**src/rtl/mod_pkg.sv**
```systemverilog
// Shared encodings, FSM state constants and scale-factor helper for the PUSCH
// modulation mapper.
package mod_pkg;

  localparam logic [3:0] MOD_BPSK   = 4'd1;
  localparam logic [3:0] MOD_QPSK   = 4'd2;
  localparam logic [3:0] MOD_QAM16  = 4'd4;
  localparam logic [3:0] MOD_QAM64  = 4'd6;
  localparam logic [3:0] MOD_QAM256 = 4'd8;

  typedef logic [1:0] state_t;
  localparam state_t ST_IDLE  = 2'd0;
  localparam state_t ST_RUN   = 2'd1;
  localparam state_t ST_CLOSE = 2'd2;
  localparam state_t ST_DRAIN = 2'd3;

  function automatic logic order_ok(input logic [3:0] ord);
    return (ord == MOD_BPSK) || (ord == MOD_QPSK) || (ord == MOD_QAM16) ||
           (ord == MOD_QAM64) || (ord == MOD_QAM256);
  endfunction

  // round(2^frac / sqrt(norm)), derived from a Q0.20 table; valid for frac <= 19
  function automatic int k_scale(input logic [3:0] ord, input int frac);
    int base;
    case (ord)
      MOD_BPSK, MOD_QPSK: base = 741455;
      MOD_QAM16:          base = 331589;
      MOD_QAM64:          base = 161799;
      MOD_QAM256:         base = 80422;
      default:            base = 0;
    endcase
    return (base + (1 << (19 - frac))) >>> (20 - frac);
  endfunction

endpackage

```
**src/rtl/gray_pam_axis.sv**
```systemverilog
// One axis of the Gray-coded PAM mapping; bits[k] is the k-th bit feeding this
// axis (b0,b2,b4,b6 for I). Output is the integer amplitude.
module gray_pam_axis
  import mod_pkg::*;
(
  input  logic [3:0]        bits,
  input  logic [3:0]        ord,
  output logic signed [4:0] amp
);

  int s0, s1, s2, s3, a;

  always_comb begin
    s0 = bits[0] ? -1 : 1;
    s1 = bits[1] ? -1 : 1;
    s2 = bits[2] ? -1 : 1;
    s3 = bits[3] ? -1 : 1;
    case (ord)
      MOD_BPSK, MOD_QPSK: a = s0;
      MOD_QAM16:          a = s0 * (2 - s1);
      MOD_QAM64:          a = s0 * (4 - s1 * (2 - s2));
      MOD_QAM256:         a = s0 * (8 - s1 * (4 - s2 * (2 - s3)));
      default:            a = 0;
    endcase
    amp = 5'(a);
  end

endmodule

```
**src/rtl/mod_mapper_pp.sv**
```systemverilog
// Serial-bit modulation mapper writing scaled I/Q symbols into a ping-pong
// buffer, with bank backpressure and block-completion reporting.
module mod_mapper_pp
  import mod_pkg::*;
#(
  parameter int OUT_WIDTH  = 18,
  parameter int FRAC_BITS  = 10,
  parameter int MAX_SYMS   = 1200,
  parameter int ADDR_WIDTH = 11
) (
  input  logic                         CLK_Mod,
  input  logic                         RST_Mod,
  input  logic                         Valid_Mod_IN,
  input  logic                         Bit_IN,
  input  logic [3:0]                   Order_Mod,
  input  logic [1:0]                   Bank_Free,
  output logic                         Ready_Mod_OUT,
  output logic                         Mod_Valid_OUT,
  output logic signed [OUT_WIDTH-1:0]  Mod_OUT_I,
  output logic signed [OUT_WIDTH-1:0]  Mod_OUT_Q,
  output logic [ADDR_WIDTH-1:0]        Wr_addr,
  output logic                         Bank_Sel,
  output logic                         MOD_DONE,
  output logic [ADDR_WIDTH-1:0]        Sym_Count,
  output logic                         Order_Err
);

  localparam int PW = FRAC_BITS + 6;
  localparam logic [FRAC_BITS-1:0] K_QPSK   = FRAC_BITS'(k_scale(MOD_QPSK, FRAC_BITS));
  localparam logic [FRAC_BITS-1:0] K_QAM16  = FRAC_BITS'(k_scale(MOD_QAM16, FRAC_BITS));
  localparam logic [FRAC_BITS-1:0] K_QAM64  = FRAC_BITS'(k_scale(MOD_QAM64, FRAC_BITS));
  localparam logic [FRAC_BITS-1:0] K_QAM256 = FRAC_BITS'(k_scale(MOD_QAM256, FRAC_BITS));

  if (OUT_WIDTH < FRAC_BITS + 5) begin : g_chk_width
    $error("mod_mapper_pp: OUT_WIDTH must be >= FRAC_BITS+5");
  end
  if (FRAC_BITS > 19) begin : g_chk_frac
    $error("mod_mapper_pp: FRAC_BITS must be <= 19");
  end
  if ((1 << ADDR_WIDTH) < MAX_SYMS + 1) begin : g_chk_addr
    $error("mod_mapper_pp: ADDR_WIDTH too small for MAX_SYMS");
  end

  state_t                state;
  logic [3:0]            ord_r, cur_ord;
  logic [2:0]            bit_cnt;
  logic [7:0]            sym_bits, bits_nxt;
  logic [ADDR_WIDTH-1:0] sym_cnt;
  logic                  ready, xfer, sym_done, last_sym;
  logic [3:0]            i_bits, q_bits;
  logic signed [4:0]     amp_i, amp_q;
  logic [FRAC_BITS-1:0]  k_cur;
  logic signed [PW-1:0]  k_ext, prod_i, prod_q;

  // Order is taken live on the first bit of a block, then held in ord_r
  assign cur_ord = (state == ST_IDLE) ? Order_Mod : ord_r;

  // A bank wrap leaves the block empty; hold off until the new bank is released
  always_comb begin
    ready = 1'b0;
    case (state)
      ST_IDLE:  ready = Bank_Free[Bank_Sel];
      ST_RUN:   ready = (sym_cnt != '0) || (bit_cnt != '0) || Bank_Free[Bank_Sel];
      ST_DRAIN: ready = 1'b1;
      default:  ready = 1'b0;
    endcase
  end
  assign Ready_Mod_OUT = ready & RST_Mod;
  assign xfer          = Valid_Mod_IN & Ready_Mod_OUT;

  always_comb begin
    bits_nxt          = sym_bits;
    bits_nxt[bit_cnt] = Bit_IN;
  end

  assign sym_done = xfer && ((state == ST_IDLE) || (state == ST_RUN)) &&
                    order_ok(cur_ord) && (4'(bit_cnt) == cur_ord - 4'd1);
  assign last_sym = sym_done && (sym_cnt == ADDR_WIDTH'(MAX_SYMS - 1));

  assign i_bits = {bits_nxt[6], bits_nxt[4], bits_nxt[2], bits_nxt[0]};
  assign q_bits = (cur_ord == MOD_BPSK) ? {3'b000, bits_nxt[0]}
                                        : {bits_nxt[7], bits_nxt[5], bits_nxt[3], bits_nxt[1]};

  gray_pam_axis u_axis_i (.bits(i_bits), .ord(cur_ord), .amp(amp_i));
  gray_pam_axis u_axis_q (.bits(q_bits), .ord(cur_ord), .amp(amp_q));

  always_comb begin
    case (cur_ord)
      MOD_QAM16:  k_cur = K_QAM16;
      MOD_QAM64:  k_cur = K_QAM64;
      MOD_QAM256: k_cur = K_QAM256;
      default:    k_cur = K_QPSK;
    endcase
  end

  assign k_ext  = PW'(k_cur);
  assign prod_i = PW'(amp_i) * k_ext;
  assign prod_q = PW'(amp_q) * k_ext;

  assign MOD_DONE  = (state == ST_CLOSE);
  assign Sym_Count = MOD_DONE ? sym_cnt : '0;

  always_ff @(posedge CLK_Mod or negedge RST_Mod) begin
    if (!RST_Mod) begin
      state         <= ST_IDLE;
      ord_r         <= '0;
      bit_cnt       <= '0;
      sym_bits      <= '0;
      sym_cnt       <= '0;
      Bank_Sel      <= 1'b0;
      Mod_Valid_OUT <= 1'b0;
      Mod_OUT_I     <= '0;
      Mod_OUT_Q     <= '0;
      Wr_addr       <= '0;
      Order_Err     <= 1'b0;
    end else begin
      Mod_Valid_OUT <= 1'b0;
      if (sym_done) begin
        Mod_Valid_OUT <= 1'b1;
        Mod_OUT_I     <= OUT_WIDTH'(prod_i);
        Mod_OUT_Q     <= OUT_WIDTH'(prod_q);
        Wr_addr       <= sym_cnt;
        sym_cnt       <= sym_cnt + ADDR_WIDTH'(1);
      end
      case (state)
        ST_IDLE: if (xfer) begin
          ord_r <= Order_Mod;
          if (!order_ok(Order_Mod)) begin
            Order_Err <= 1'b1;
            state     <= ST_DRAIN;
          end else begin
            sym_bits <= bits_nxt;
            bit_cnt  <= sym_done ? 3'd0 : 3'd1;
            state    <= last_sym ? ST_CLOSE : ST_RUN;
          end
        end
        ST_RUN: if (xfer) begin
          sym_bits <= bits_nxt;
          bit_cnt  <= sym_done ? 3'd0 : bit_cnt + 3'd1;
          if (last_sym) state <= ST_CLOSE;
        end else if (!Valid_Mod_IN) begin
          // partial symbol is dropped; an empty block closes silently
          if (bit_cnt != '0) Order_Err <= 1'b1;
          bit_cnt <= '0;
          state   <= (sym_cnt != '0) ? ST_CLOSE : ST_IDLE;
        end
        ST_CLOSE: begin
          Bank_Sel <= ~Bank_Sel;
          sym_cnt  <= '0;
          bit_cnt  <= '0;
          state    <= Valid_Mod_IN ? ST_RUN : ST_IDLE;
        end
        default: if (!Valid_Mod_IN) state <= ST_IDLE;
      endcase
    end
  end

endmodule

```
**config.mk**
```make
export PLATFORM = sky130hd
export DESIGN_NAME = mod_mapper_pp
export DESIGN_NICKNAME = d
export VERILOG_FILES = /design/src/rtl/mod_pkg.sv /design/src/rtl/gray_pam_axis.sv /design/src/rtl/mod_mapper_pp.sv
export SDC_FILE = /design/constraint.sdc
export NUM_CORES = 1
export LEC_CHECK = 0
export ABC_AREA = 1
export BUFFER_PORTS_ARGS = -buffer_cell sky130_fd_sc_hd__buf_2
export CAP_MARGIN = 25
export CORE_MARGIN = 5
export CORE_UTILIZATION = 25
export CTS_CLUSTER_SIZE = 8
export DETAILED_ROUTE_END_ITERATION = 6
export PLACE_DENSITY = 0.38
export RECOVER_POWER = 50
export SYNTH_ARGS = -nofsm -noshare
export SYNTH_HDL_FRONTEND = slang
export SYNTH_HIERARCHICAL = 1
export SYNTH_SLANG_ARGS = --single-unit
```
**constraint.sdc**
```tcl
create_clock -name CLK_Mod -period 10.7 [get_ports CLK_Mod]
set_clock_uncertainty 0.2 [all_clocks]
set_input_delay 0.535 -clock CLK_Mod [delete_from_list [all_inputs] [get_ports CLK_Mod]]
set_output_delay 0.535 -clock CLK_Mod [all_outputs]
set_load 0.05 [all_outputs]
```
Yosys cells after proc, flatten, opt, wreduce, memory -nomap -nowiden
Cells that the tools add are included.
{"block": "totals", "ff_bits": 74, "latch_bits": 0, "ram_bits": 0, "mem_bits_ro": 0, "in_bits": 10, "word_cells": 149, "memories": 0}
{"block": "op_classes", "n_addsub": 15, "multipliers": 14, "div": 0, "n_lt_le_gt_ge": 3, "n_eq_ne": 25, "shift": 0, "n_mux": 50, "bitwise_logic": 3, "reduce_logical": 28}
{"op": "32-bit 2-to-1 mux", "n": 8}
{"op": "32-bit by 32-bit multiplier with 32-bit output", "n": 6}
{"op": "32-bit by 32-bit multiplier with 5-bit output", "n": 6}
{"op": "3-bit by 32-bit subtractor with 32-bit output (first input constant)", "n": 6}
{"op": "4-bit by 32-bit subtractor with 32-bit output (first input constant)", "n": 4}
{"op": "5-bit by 32-bit subtractor with 32-bit output (first input constant)", "n": 2}
{"op": "5-bit one-hot mux with 4 select lines", "n": 2}
{"op": "11-bit 2-to-1 mux", "n": 3}
{"op": "5-bit by 11-bit multiplier with 16-bit output", "n": 2}
{"op": "10-bit one-hot mux with 3 select lines", "n": 1}
{"op": "8-bit 2-to-1 mux", "n": 3}
{"op": "4-bit by 3-bit equality test with 1-bit output (second input constant)", "n": 4}
{"op": "2-bit 2-to-1 mux", "n": 8}
{"op": "8-bit one-hot mux with 2 select lines", "n": 1}
{"op": "3-bit 2-to-1 mux", "n": 5}
{"op": "2-bit inequality test (second input constant)", "n": 6}
{"op": "4-bit AND reduction", "n": 3}
{"op": "11-bit by 1-bit adder with 11-bit output (second input constant)", "n": 1}
{"op": "11-bit equality test (second input constant)", "n": 1}
{"op": "1-bit logical OR", "n": 11}
{"op": "1-bit 2-to-1 mux", "n": 11}
{"op": "11-bit nonzero test", "n": 1}
{"op": "3-bit one-hot mux with 3 select lines", "n": 1}
{"op": "8-bit bitwise mux", "n": 1}
{"op": "28 further kinds", "n": 41}

Logic depth before layout (Yosys ltp)
Gate-level depths: netlist of the first run.
{"block": "logic_depth", "ltp_word": 15, "depth_mapped": 47, "mapped_depth_nobuf": 47}

Cells and area by module
The synthesis of the first run kept the hierarchy.
{"module": "mod_mapper_pp", "instances": 1, "cells_each": 897, "area_per_inst_um2": 6877.8, "seq_area_each_um2": 1851.8}
{"module": "gray_pam_axis", "instances": 2, "cells_each": 187, "area_per_inst_um2": 1112.3, "seq_area_each_um2": 0.0}

Worst setup path before layout of the first run
Ideal clock, no wire load.
{"block": "synth_timing", "kind": "reg2reg", "startpoint": "register bit_cnt[2]", "endpoint": "register Mod_OUT_I[13]", "setup_ns": 0.120, "t_arrival_ns": 7.386, "t_required_ns": 10.380, "setup_slack_ns": 2.993, "stages_incl_launch_ff": 36, "path_buffers": 1, "cell_sequence": "dfrtp_1 clkbuf_1 inv_1 nand3_1 o21ai_0 inv_2 ha_1 inv_1 ha_1 ha_1 fa_1 ha_1 xor2_1 nand2_1 nand3b_1 nand2_1 nand2_1 nand3_1 nand2_1 inv_1 nand2_1 nand2_1 fa_1 inv_1 fa_1 inv_1 fa_1 inv_1 ha_1 nand2_1 o21ai_0 a21oi_1 o21bai_1 a21oi_1 o21ai_1 nand2_1"}
{"element": "start: declaration", "line": "mod_mapper_pp.sv:46", "rtl": "logic [2:0] bit_cnt;"}
{"element": "start signal: assignment", "line": "mod_mapper_pp.sv:133", "rtl": "bit_cnt <= sym_done ? 3'd0 : 3'd1;"}
{"element": "start signal: assignment", "line": "mod_mapper_pp.sv:139", "rtl": "bit_cnt <= sym_done ? 3'd0 : bit_cnt + 3'd1;"}
{"element": "3-bit by 4-bit less-than comparator with 1-bit output (implied by the code) or 3-bit by 1-bit >= comparator with 1-bit output (tied branches)", "line": "mod_mapper_pp.sv:73", "rtl": "bits_nxt[bit_cnt] = Bit_IN;"}
{"element": "1-bit logical AND (implied by the code)", "line": "mod_mapper_pp.sv:73"}
{"element": "1-bit 2-to-1 mux (implied by the code)", "line": "mod_mapper_pp.sv:73"}
{"element": "1-bit demux with 3-bit select (*)", "line": "mod_mapper_pp.sv:73"}
{"element": "8-bit bitwise mux (*)", "line": "mod_mapper_pp.sv:73"}
{"element": "named net bits_nxt[2]", "line": "mod_mapper_pp.sv:47", "rtl": "logic [7:0] sym_bits, bits_nxt;"}
{"element": "32-bit 2-to-1 mux (*)", "line": "gray_pam_axis.sv:15", "rtl": "s1 = bits[1] ? -1 : 1;"}
{"element": "32-bit by 32-bit multiplier with 32-bit output, on equally long branches", "line": "gray_pam_axis.sv:22, gray_pam_axis.sv:21"}
{"element": "5-bit by 32-bit subtractor with 32-bit output or 4-bit by 32-bit subtractor with 32-bit output (tied branches)", "line": "gray_pam_axis.sv:22, gray_pam_axis.sv:21"}
{"element": "32-bit by 32-bit multiplier with 5-bit output, on equally long branches", "line": "gray_pam_axis.sv:22, gray_pam_axis.sv:21"}
{"element": "5-bit one-hot mux with 4 select lines (*)", "line": "gray_pam_axis.sv:18", "rtl": "case (ord)"}
{"element": "named net amp_i[4]", "line": "mod_mapper_pp.sv:51", "rtl": "logic signed [4:0] amp_i, amp_q;"}
{"element": "5-bit by 11-bit multiplier with 16-bit output (*)", "line": "mod_mapper_pp.sv:97", "rtl": "assign prod_i = PW'(amp_i) * k_ext;"}
{"element": "end signal: assignment", "line": "mod_mapper_pp.sv:120", "rtl": "Mod_OUT_I <= OUT_WIDTH'(prod_i);"}
{"element": "end: declaration", "line": "mod_mapper_pp.sv:19", "rtl": "output logic signed [OUT_WIDTH-1:0] Mod_OUT_I,"}
The timed path passes the listed nets; every way through them passes the cells marked *.
A chain may end at the register's enable or synchronous reset.

Final worst setup path of the first run
{"block": "layout_timing", "startpoint": "register state[1]", "endpoint": "register Mod_OUT_Q[13]"}
{"element": "start: declaration", "line": "mod_mapper_pp.sv:44", "rtl": "state_t state;"}
{"element": "start signal: assignment", "line": "mod_mapper_pp.sv:134", "rtl": "state <= last_sym ? ST_CLOSE : ST_RUN;"}
{"element": "start signal: assignment", "line": "mod_mapper_pp.sv:145", "rtl": "state <= (sym_cnt != '0) ? ST_CLOSE : ST_IDLE;"}
{"element": "start signal: assignment", "line": "mod_mapper_pp.sv:151", "rtl": "state <= Valid_Mod_IN ? ST_RUN : ST_IDLE;"}
{"element": "2-bit logical NOT (*)", "line": "mod_mapper_pp.sv:56", "rtl": "assign cur_ord = (state == ST_IDLE) ? Order_Mod : ord_r;"}
{"element": "4-bit 2-to-1 mux (*)", "line": "mod_mapper_pp.sv:56"}
{"element": "4-bit by 1-bit equality test with 1-bit output (*)", "line": "mod_mapper_pp.sv:81", "rtl": "assign q_bits = (cur_ord == MOD_BPSK) ? {3'b000, bits_nxt[0]}"}
{"element": "4-bit 2-to-1 mux (*)", "line": "mod_mapper_pp.sv:81"}
{"element": "named net q_bits[1]", "line": "mod_mapper_pp.sv:50", "rtl": "logic [3:0] i_bits, q_bits;"}
{"element": "32-bit 2-to-1 mux (*)", "line": "gray_pam_axis.sv:15"}
{"element": "32-bit by 32-bit multiplier with 32-bit output, on equally long branches", "line": "gray_pam_axis.sv:22, gray_pam_axis.sv:21"}
{"element": "5-bit by 32-bit subtractor with 32-bit output or 4-bit by 32-bit subtractor with 32-bit output (tied branches)", "line": "gray_pam_axis.sv:22, gray_pam_axis.sv:21"}
{"element": "32-bit by 32-bit multiplier with 5-bit output, on equally long branches", "line": "gray_pam_axis.sv:22, gray_pam_axis.sv:21"}
{"element": "5-bit one-hot mux with 4 select lines (*)", "line": "gray_pam_axis.sv:18"}
{"element": "named net amp_q[4]", "line": "mod_mapper_pp.sv:51"}
{"element": "5-bit by 11-bit multiplier with 16-bit output (*)", "line": "mod_mapper_pp.sv:98", "rtl": "assign prod_q = PW'(amp_q) * k_ext;"}
{"element": "end signal: assignment", "line": "mod_mapper_pp.sv:121", "rtl": "Mod_OUT_Q <= OUT_WIDTH'(prod_q);"}
{"element": "end: declaration", "line": "mod_mapper_pp.sv:20", "rtl": "output logic signed [OUT_WIDTH-1:0] Mod_OUT_Q,"}
Marked as above.

==> metrics.csv, run 1 <==
metric;value;unit
outcome;finished, violations left;
failing checks;max-capacitance violations, max-slew violations;
end of the worst hold path;Mod_OUT_I[3]$_DFFE_PN0P_;
post-cts gate resize count;0;
sequential area share after synthesis;0.203;
Post-DRT Antenna Nets;0;
kind of end point of the critical path;flop;
Worst Slack Setup Final;1.92;ns
launch point of the worst path;state[1]$_DFFE_PN0P_;
detailed-placement wirelength estimate;19900;um
die height;201;um
filler cell count;4009;
nets;1527;
CTS tree;done;
vias in the first global route;7976;
highest attainable clock frequency;114;MHz
Period minus WS final;8.78;ns
Total Routed Length;24300;um
gate count after technology mapping;1271;
number of CTS-inserted buffers;9;
path type of the worst setup path;reg2reg;
summed negative setup slack over all endpoints;0;ns
top cells by area, synth;dfrtp_1 20%, ha_1 18%, nand2_1 14%;
area share of the largest cell type after synthesis;0.203;
synth cell count leaders;334 x nand2_1, 236 x inv_1, 133 x ha_1, 106 x nor2_1, 74 x dfrtp_1;
drt via density;4.27;
initial antenna violation count;0;
Netlist Area Pre-Place;0.00910;mm^2
worst path arrival time;8.83;ns
Routed WL per cell;13.4;um
most frequent cell on the critical path;nand2_1;
maximum buffer depth of the clock tree;2;
worst slack at placement;1.96;ns
number of enable flip-flop cells after synthesis;0;
Die X-Extent;201;um
share of the core filled with cells in the final layout;0.285;
# DRC;0;
share of layout cells above drive strength 1;0.0714;
count of standard-cell rows;69;
Hold Startpoint;Mod_OUT_I[3]$_DFFE_PN0P_;
Layout area overhead;11.9;%
cell chosen for the clock root;clkbuf_16;
slew at the pin closest to its max-slew limit;3.20;ns
worst flop-to-flop path endpoint;Mod_OUT_Q[13]$_DFFE_PN0P_;
largest net degree at the start of global routing;85;
final-report max-slew violation count;57;
number of H-tree levels;3;
Worst path slowest cell;fa_1;
First DRT Iteration DRCs;330;
length of the first detailed-routing pass in iterations;4;
required time at the endpoint of the critical path;10.75;ns
detailed-route via count;7710;
final hold vios;0;
number of buffer cells added on primary ports;72;
Setup crit start kind;flop;
cell accounting for the most synthesized area;dfrtp_1;
total track usage;0.124;
reg2reg path depth;42;
initial cell density of the core;0.255;
worst setup slack for register-to-register paths;1.92;ns
final weighted congestion of routability-driven global placement;0.807;
peak fanout along the critical path;14;
share of synthesized flip-flops with an asynchronous set or reset;1.00;
clk sink count;74;
cell with the most instances after synthesis;nand2_1;
Worst-Skew Late Latency;0.35;ns
die area;0.0403;mm^2
antenna diode count;0;
number of setup violations in the final report;0;
leading register cell type out of synthesis;dfrtp_1;
GRT Residual Overflow;0;
Setup Buffers After CTS;0;
maximum capacitance violations;1;
hold slack final;0.275;ns
CP top delay family;adder cells;
cell depth of the worst min-delay path;2;
Worst R2R Start;state[1]$_DFFE_PN0P_;
worst stage delay on the critical path;0.54;ns
first-pass GRT wire length;41400;um
number of top-level pins;73;
type of the worst min-delay path;reg2reg;
synthesis warning total;6;
RSZ-0062 raised after global routing;no;
Synth Register Bits;74;
clock-pin slew of the registers on the worst-case setup and hold paths;0.07;ns
Tcrit/Tclk final;0.821;
core outline area;0.0357;mm^2
worst relative slew slack;-1.13;
buffers and inverters on the worst path;11;
average instance area after synthesis;7.16;um^2
Yosys cell types;43;
-- cell families (layout without fill, tap and decap cells) --
group / Yosys count / in the layout / synth area share
other: 2 / 4 / 0.000825
AOI/OAI and AO/OA: 134 / 134 / 0.0856
adders and majority gates: 177 / 177 / 0.280
muxes: 8 / 8 / 0.00990
xor gates and xnor gates: 39 / 39 / 0.0375
and+or+nand+nor: 568 / 568 / 0.266
DFF: 74 / 74 / 0.203
buffers and inverters: 269 / 341 / 0.117
-- through the flow --
stage | instance area (um^2) | cells
final | 10200 | 1806
after global routing | 10200 | 1806
after CTS | 10300 | 1806
after detailed placement | 9950 | 1789
after global placement | 9950 | 1789
after floorplan | 9110 | 1273
-- what timing repair did --
action,in CTS,in global routing
hold buffers,1,0
endpoints found under the setup margin,0,0
endpoints found under the hold margin,18,0
-- metal layers --
metal  GRT usage  part of all wire  vias to the layer above
met5           0                 0                        -
met4      0.0270             0.011                        0
met3      0.0166             0.027                       17
met2       0.213              0.46                       80
met1       0.167              0.50                     3509
li1            -                 -                     4104
-- cell type report --
type,count,area (um^2),share of cell area
clock inverter,6,66.3,0.00651
inverter,247,927,0.0910
timing repair buffer,78,340,0.0334
sequential,74,1850,0.182
tap,461,577,0.0566
clock buffer,10,229,0.0225
multi-input combinational,930,6200,0.608
-- cells in the final DEF (no fill, tap or decap), types with 4 or more instances in the layout --
| cell | instances |
|---|---|
| ha_1 | 133 |
| buf_2 | 21 |
| o21ai_0 | 57 |
| clkbuf_16 | 9 |
| nand2_1 | 333 |
| fa_1 | 44 |
| nor3_1 | 10 |
| nand3b_1 | 6 |
| xnor2_1 | 17 |
| dfrtp_1 | 74 |
| inv_1 | 236 |
| o21bai_1 | 9 |
| conb_1 | 4 |
| nand2_2 | 16 |
| a21oi_1 | 34 |
| o211ai_1 | 5 |
| nand3_1 | 68 |
| nand3_2 | 4 |
| clkbuf_1 | 53 |
| o2111ai_1 | 4 |
| o21ai_1 | 10 |
| mux2_2 | 8 |
| nor2_1 | 106 |
| buf_4 | 4 |
| inv_2 | 10 |
| xor2_1 | 22 |
| nand4_1 | 11 |
| nor2_2 | 6 |
-- registers in the layout, summed over array words and instances (netlist names) --
name / flops
Mod_OUT_Q: 16
ord_r: 4
Bank_Sel: 1
state: 2
sym_bits: 8
Mod_Valid_OUT: 1
Mod_OUT_I: 16
sym_cnt: 11
Wr_addr: 11
bit_cnt: 3
Order_Err: 1
-- worst min-delay path, stage by stage, from the launching register on --
cell	delay, ns
dfrtp_1	0.34
nand2_1	0.05
nand2_1	0.05
-- worst max path at each step --
stage | end | slack [ns] | cells past startpoint
global placement | Mod_OUT_Q[13]$_DFFE_PN0P_ | 2.14 | 42
global route | Mod_OUT_Q[13]$_DFFE_PN0P_ | 1.15 | 42
detailed placement | Mod_OUT_Q[13]$_DFFE_PN0P_ | 1.96 | 42
finish | Mod_OUT_Q[13]$_DFFE_PN0P_ | 1.92 | 42
CTS | Mod_OUT_Q[13]$_DFFE_PN0P_ | 1.94 | 42
floorplan | Mod_OUT_I[13]$_DFFE_PN0P_ | 2.99 | 35
Power of run 1 is left out: the tool's default activity adds up to more than one toggle a clock period on the data nets, which glitch-free logic cannot reach.
==> inputs of run 2 (changes only) <==
- clock period: 10.7 -> 8.94 ns (I/O delays scaled with it)
==> run 2 against run 1 <==
Compared with the run above: first-iteration DRC count fell by 7.0%; the flow still finishes with violations (max-capacitance violations, max-slew violations); via count rose by 0.79%; design area rose by 0.42%; global-route usage rose by 0.32 points; wire length rose by 1.7%; count of clock-buffer cells in the layout did not move.
==> metrics.csv, run 2 (synthesis gave the netlist of run 1 again) <==
metric;value;unit
final hold vios;0;
outcome;finished, violations left;
worst relative slew slack;-0.550;
cell chosen for the clock root;clkbuf_16;
summed negative setup slack over all endpoints;0;ns
worst setup slack for register-to-register paths;0.95;ns
final-report max-slew violation count;80;
Worst R2R Start;state[0]$_DFFE_PN0P_;
maximum buffer depth of the clock tree;2;
Post-DRT Antenna Nets;0;
cell depth of the worst min-delay path;3;
drt via density;4.30;
initial antenna violation count;0;
Worst path slowest cell;fa_1;
die area;0.0403;mm^2
nets;1530;
Routed WL per cell;13.6;um
share of the core filled with cells in the final layout;0.286;
initial cell density of the core;0.255;
final weighted congestion of routability-driven global placement;0.809;
path type of the worst setup path;reg2reg;
GRT Residual Overflow;0;
total track usage;0.127;
CTS tree;done;
first-pass GRT wire length;42500;um
slew at the pin closest to its max-slew limit;2.32;ns
Setup Buffers After CTS;0;
Worst-Skew Late Latency;0.36;ns
worst path arrival time;8.09;ns
number of setup violations in the final report;0;
Layout area overhead;12.4;%
vias in the first global route;8154;
worst stage delay on the critical path;0.54;ns
type of the worst min-delay path;in2reg;
Period minus WS final;7.99;ns
Die X-Extent;201;um
peak fanout along the critical path;13;
Tcrit/Tclk final;0.893;
launch point of the worst path;state[0]$_DFFE_PN0P_;
length of the first detailed-routing pass in iterations;5;
highest attainable clock frequency;125;MHz
count of standard-cell rows;69;
largest registers in the final layout;Mod_OUT_I x16, Mod_OUT_Q x16;
worst flop-to-flop path endpoint;Mod_OUT_Q[12]$_DFFE_PN0P_;
antenna diode count;0;
number of H-tree levels;3;
number of buffer cells added on primary ports;72;
Hold Startpoint;Order_Mod[3];
kind of end point of the critical path;flop;
RSZ-0062 raised after global routing;no;
die height;201;um
maximum capacitance violations;2;
clock-pin slew of the registers on the worst-case setup and hold paths;0.07;ns
most common cell after layout, fill and taps aside;nand2_1;
share of layout cells above drive strength 1;0.0742;
number of CTS-inserted buffers;9;
detailed-placement wirelength estimate;20200;um
number of top-level pins;73;
largest net degree at the start of global routing;85;
required time at the endpoint of the critical path;9.04;ns
Worst Slack Setup Final;0.953;ns
detailed-route via count;7771;
# DRC;0;
failing checks;max-capacitance violations, max-slew violations;
end of the worst hold path;ord_r[3]$_DFFE_PN0P_;
worst slack at placement;0.537;ns
core outline area;0.0357;mm^2
Setup crit start kind;flop;
First DRT Iteration DRCs;307;
Total Routed Length;24700;um
clk sink count;74;
reg2reg path depth;41;
commonest non-fill, non-tap cells in the layout;333 x nand2_1, 236 x inv_1, 132 x ha_1;
## run 2: area by class of cell
class / count / area (um^2)
clock buffers: 10 / 229
clock inverters: 6 / 66.3
fillers: 4061 / 25500
inverters: 247 / 927
multi-input cells: 930 / 6220
flip-flops and latches: 74 / 1850
well taps: 461 / 577
repair buffers: 81 / 363
## run 2: repair_timing
action / 4_1_cts / 5_1_grt
setup endpoints to repair: 0 / 6
resized for setup: 0 / 5
hold buffers: 1 / 0
endpoints found under the hold margin: 36 / 0
## run 2: critical path: cells and delay by family (launching register included)
family	cells	cell delay, ns
fa+ha+maj	10	3.83
simple gates	14	1.53
compound gates	6	0.99
buf+inv	10	0.79
flops	1	0.42
xor+xnor	1	0.16
## run 2: routing by layer
metal,wire length [um],GRT usage,up-vias
met5,0,0,-
met1,12200,0.172,3573
li1,-,-,4109
met4,364,0.0315,0
met3,571,0.0165,20
met2,11500,0.217,69
## run 2: worst max path at each step
stage          cells after the start  slack, ns                   endpoint
2_1_floorplan                     35       1.23  Mod_OUT_I[13]$_DFFE_PN0P_
3_3_place_gp                      42       0.65  Mod_OUT_Q[13]$_DFFE_PN0P_
3_5_place_dp                      39       0.54  Mod_OUT_Q[13]$_DFFE_PN0P_
4_1_cts                           39       0.52  Mod_OUT_Q[13]$_DFFE_PN0P_
5_1_grt                           44       0.11  Mod_OUT_Q[12]$_DFFE_PN0P_
6_report                          41       0.95  Mod_OUT_Q[12]$_DFFE_PN0P_
## run 2: stage by stage
| stage | instances | hold slack, ns | area, um^2 |
|---|---|---|---|
| 6_report | 1809 | 0.210 | 10200 |
| 5_1_grt | 1809 | 0.213 | 10200 |
| 4_1_cts | 1809 | 0.192 | 10300 |
| 3_5_place_dp | 1792 | 0.261 | 9980 |
| 3_3_place_gp | 1792 | 0.256 | 9980 |
| 2_1_floorplan | 1273 | -0.0486 | 9110 |
Power of run 2 is left out for the same reason.
==> inputs of run 3 (changes only) <==
- REMOVE_ABC_BUFFERS: default -> 1
- clock period: 8.94 -> 9.3 ns (I/O delays scaled with it)
==> run 3 against run 2 <==
Compared with the run above: the flow still finishes with violations (max-capacitance violations, max-slew violations); final cell count fell by 0.22%; critical path depth down 1; maximum frequency down 7.1%; highest routed layer unchanged; via count increased by 0.14%.
==> metrics.csv, run 3 (synthesis gave the netlist of run 1 again) <==
metric;value;unit
summed negative setup slack over all endpoints;0;ns
kind of end point of the critical path;flop;
drt via density;4.31;
peak fanout along the critical path;14;
GRT Residual Overflow;0;
Period minus WS final;8.60;ns
first-pass GRT wire length;41000;um
initial cell density of the core;0.255;
die height;201;um
area post-placement;0.00996;mm^2
final weighted congestion of routability-driven global placement;0.795;
CTS tree;done;
detailed-placement wirelength estimate;19000;um
detailed-route via count;7782;
initial antenna violation count;0;
largest registers in the final layout;Mod_OUT_I x16, Mod_OUT_Q x16;
count of standard-cell rows;69;
clk sink count;74;
Post-Layout Inst Area;0.0102;mm^2
slew at the pin closest to its max-slew limit;3.64;ns
Worst-Skew Late Latency;0.35;ns
die area;0.0403;mm^2
Setup crit start kind;flop;
nets;1527;
Setup Buffers After CTS;0;
Worst path slowest cell;fa_1;
path type of the worst setup path;reg2reg;
core outline area;0.0357;mm^2
filler cell count;4081;
type of the worst min-delay path;in2reg;
Cell Count Post-Placement;1789;
worst stage delay on the critical path;0.54;ns
number of CTS-inserted buffers;9;
final cell count without fillers;1805;
number of H-tree levels;3;
share of layout cells above drive strength 1;0.0714;
commonest non-fill, non-tap cells in the layout;333 x nand2_1, 236 x inv_1, 132 x ha_1;
worst path arrival time;8.64;ns
largest net degree at the start of global routing;85;
most common cell after layout, fill and taps aside;nand2_1;
number of buffer cells added on primary ports;72;
clock-pin slew of the registers on the worst-case setup and hold paths;0.07;ns
Layout area overhead;11.9;%
antenna diode count;0;
final hold vios;0;
required time at the endpoint of the critical path;9.35;ns
total track usage;0.123;
Die X-Extent;201;um
final-report max-slew violation count;59;
Tcrit/Tclk final;0.925;
number of top-level pins;73;
maximum capacitance violations;1;
outcome;finished, violations left;
highest attainable clock frequency;116;MHz
number of setup violations in the final report;0;
Post-DRT Antenna Nets;0;
failing checks;max-capacitance violations, max-slew violations;
RSZ-0062 raised after global routing;no;
Routed WL per cell;13.3;um
First DRT Iteration DRCs;373;
worst relative slew slack;-1.43;
maximum buffer depth of the clock tree;2;
cell chosen for the clock root;clkbuf_16;
# DRC;0;
vias in the first global route;8016;
Total Routed Length;23900;um
length of the first detailed-routing pass in iterations;4;
-- run 3: metrics by stage --
stage                     setup slack (ns)   util  hold WS [ns]
after floorplan                       1.51      -       -0.0306
after global placement               0.670  0.279         0.181
after detailed placement             0.521  0.279         0.183
after CTS                            0.497  0.287         0.240
after global routing                0.0511  0.285         0.280
final                                0.701  0.285         0.260
-- run 3: final timing paths --
kind,startpoint,to,slack [ns],cells past startpoint
setup / recovery,state[0]$_DFFE_PN0P_,Mod_OUT_Q[13]$_DFFE_PN0P_,0.70,40
hold reg to reg,Mod_OUT_Q[2]$_DFFE_PN0P_,Mod_OUT_Q[2]$_DFFE_PN0P_,0.27,2
max in group asynchronous,RST_Mod,Mod_OUT_I[14]$_DFFE_PN0P_,4.07,3
setup reg to reg,state[0]$_DFFE_PN0P_,Mod_OUT_Q[13]$_DFFE_PN0P_,0.70,40
hold / removal,Order_Mod[3],ord_r[3]$_DFFE_PN0P_,0.26,3
min in group asynchronous,RST_Mod,Wr_addr[10]$_DFFE_PN0P_,0.78,2
-- run 3: per-layer routing --
layer | share of wire | wire length, um | GRT usage | vias up
li1 | - | - | - | 4110
met1 | 0.49 | 11800 | 0.166 | 3590
met2 | 0.48 | 11400 | 0.209 | 68
met3 | 0.020 | 467 | 0.0181 | 14
met4 | 0.011 | 264 | 0.0302 | 0
met5 | 0 | 0 | 0 | -
-- run 3: what timing repair did --
item                                   in CTS  in global routing
resized for setup                           0                  1
endpoints found under the hold margin      16                  0
hold buffers                                1                  0
setup endpoints to repair                   0                  3
-- run 3: layout make-up --
cell class / instances / area (um^2) / area share
clock buffers: 10 / 229 / 0.0225
flip-flops and latches: 74 / 1850 / 0.182
clock inverters: 5 / 56.3 / 0.00553
multi-input cells: 930 / 6210 / 0.609
well taps: 461 / 577 / 0.0566
inverters: 247 / 927 / 0.0910
repair buffers: 78 / 340 / 0.0334
-- run 3: worst max-delay path: cells and delay by family (launching register included) --
family | cells | cell delay [ns]
xor+xnor | 1 | 0.16
simple gates | 12 | 1.23
buf+inv | 10 | 0.91
fa+ha+maj | 11 | 3.98
compound gates | 6 | 1.58
flops | 1 | 0.42
Power of run 3 is left out for the same reason.
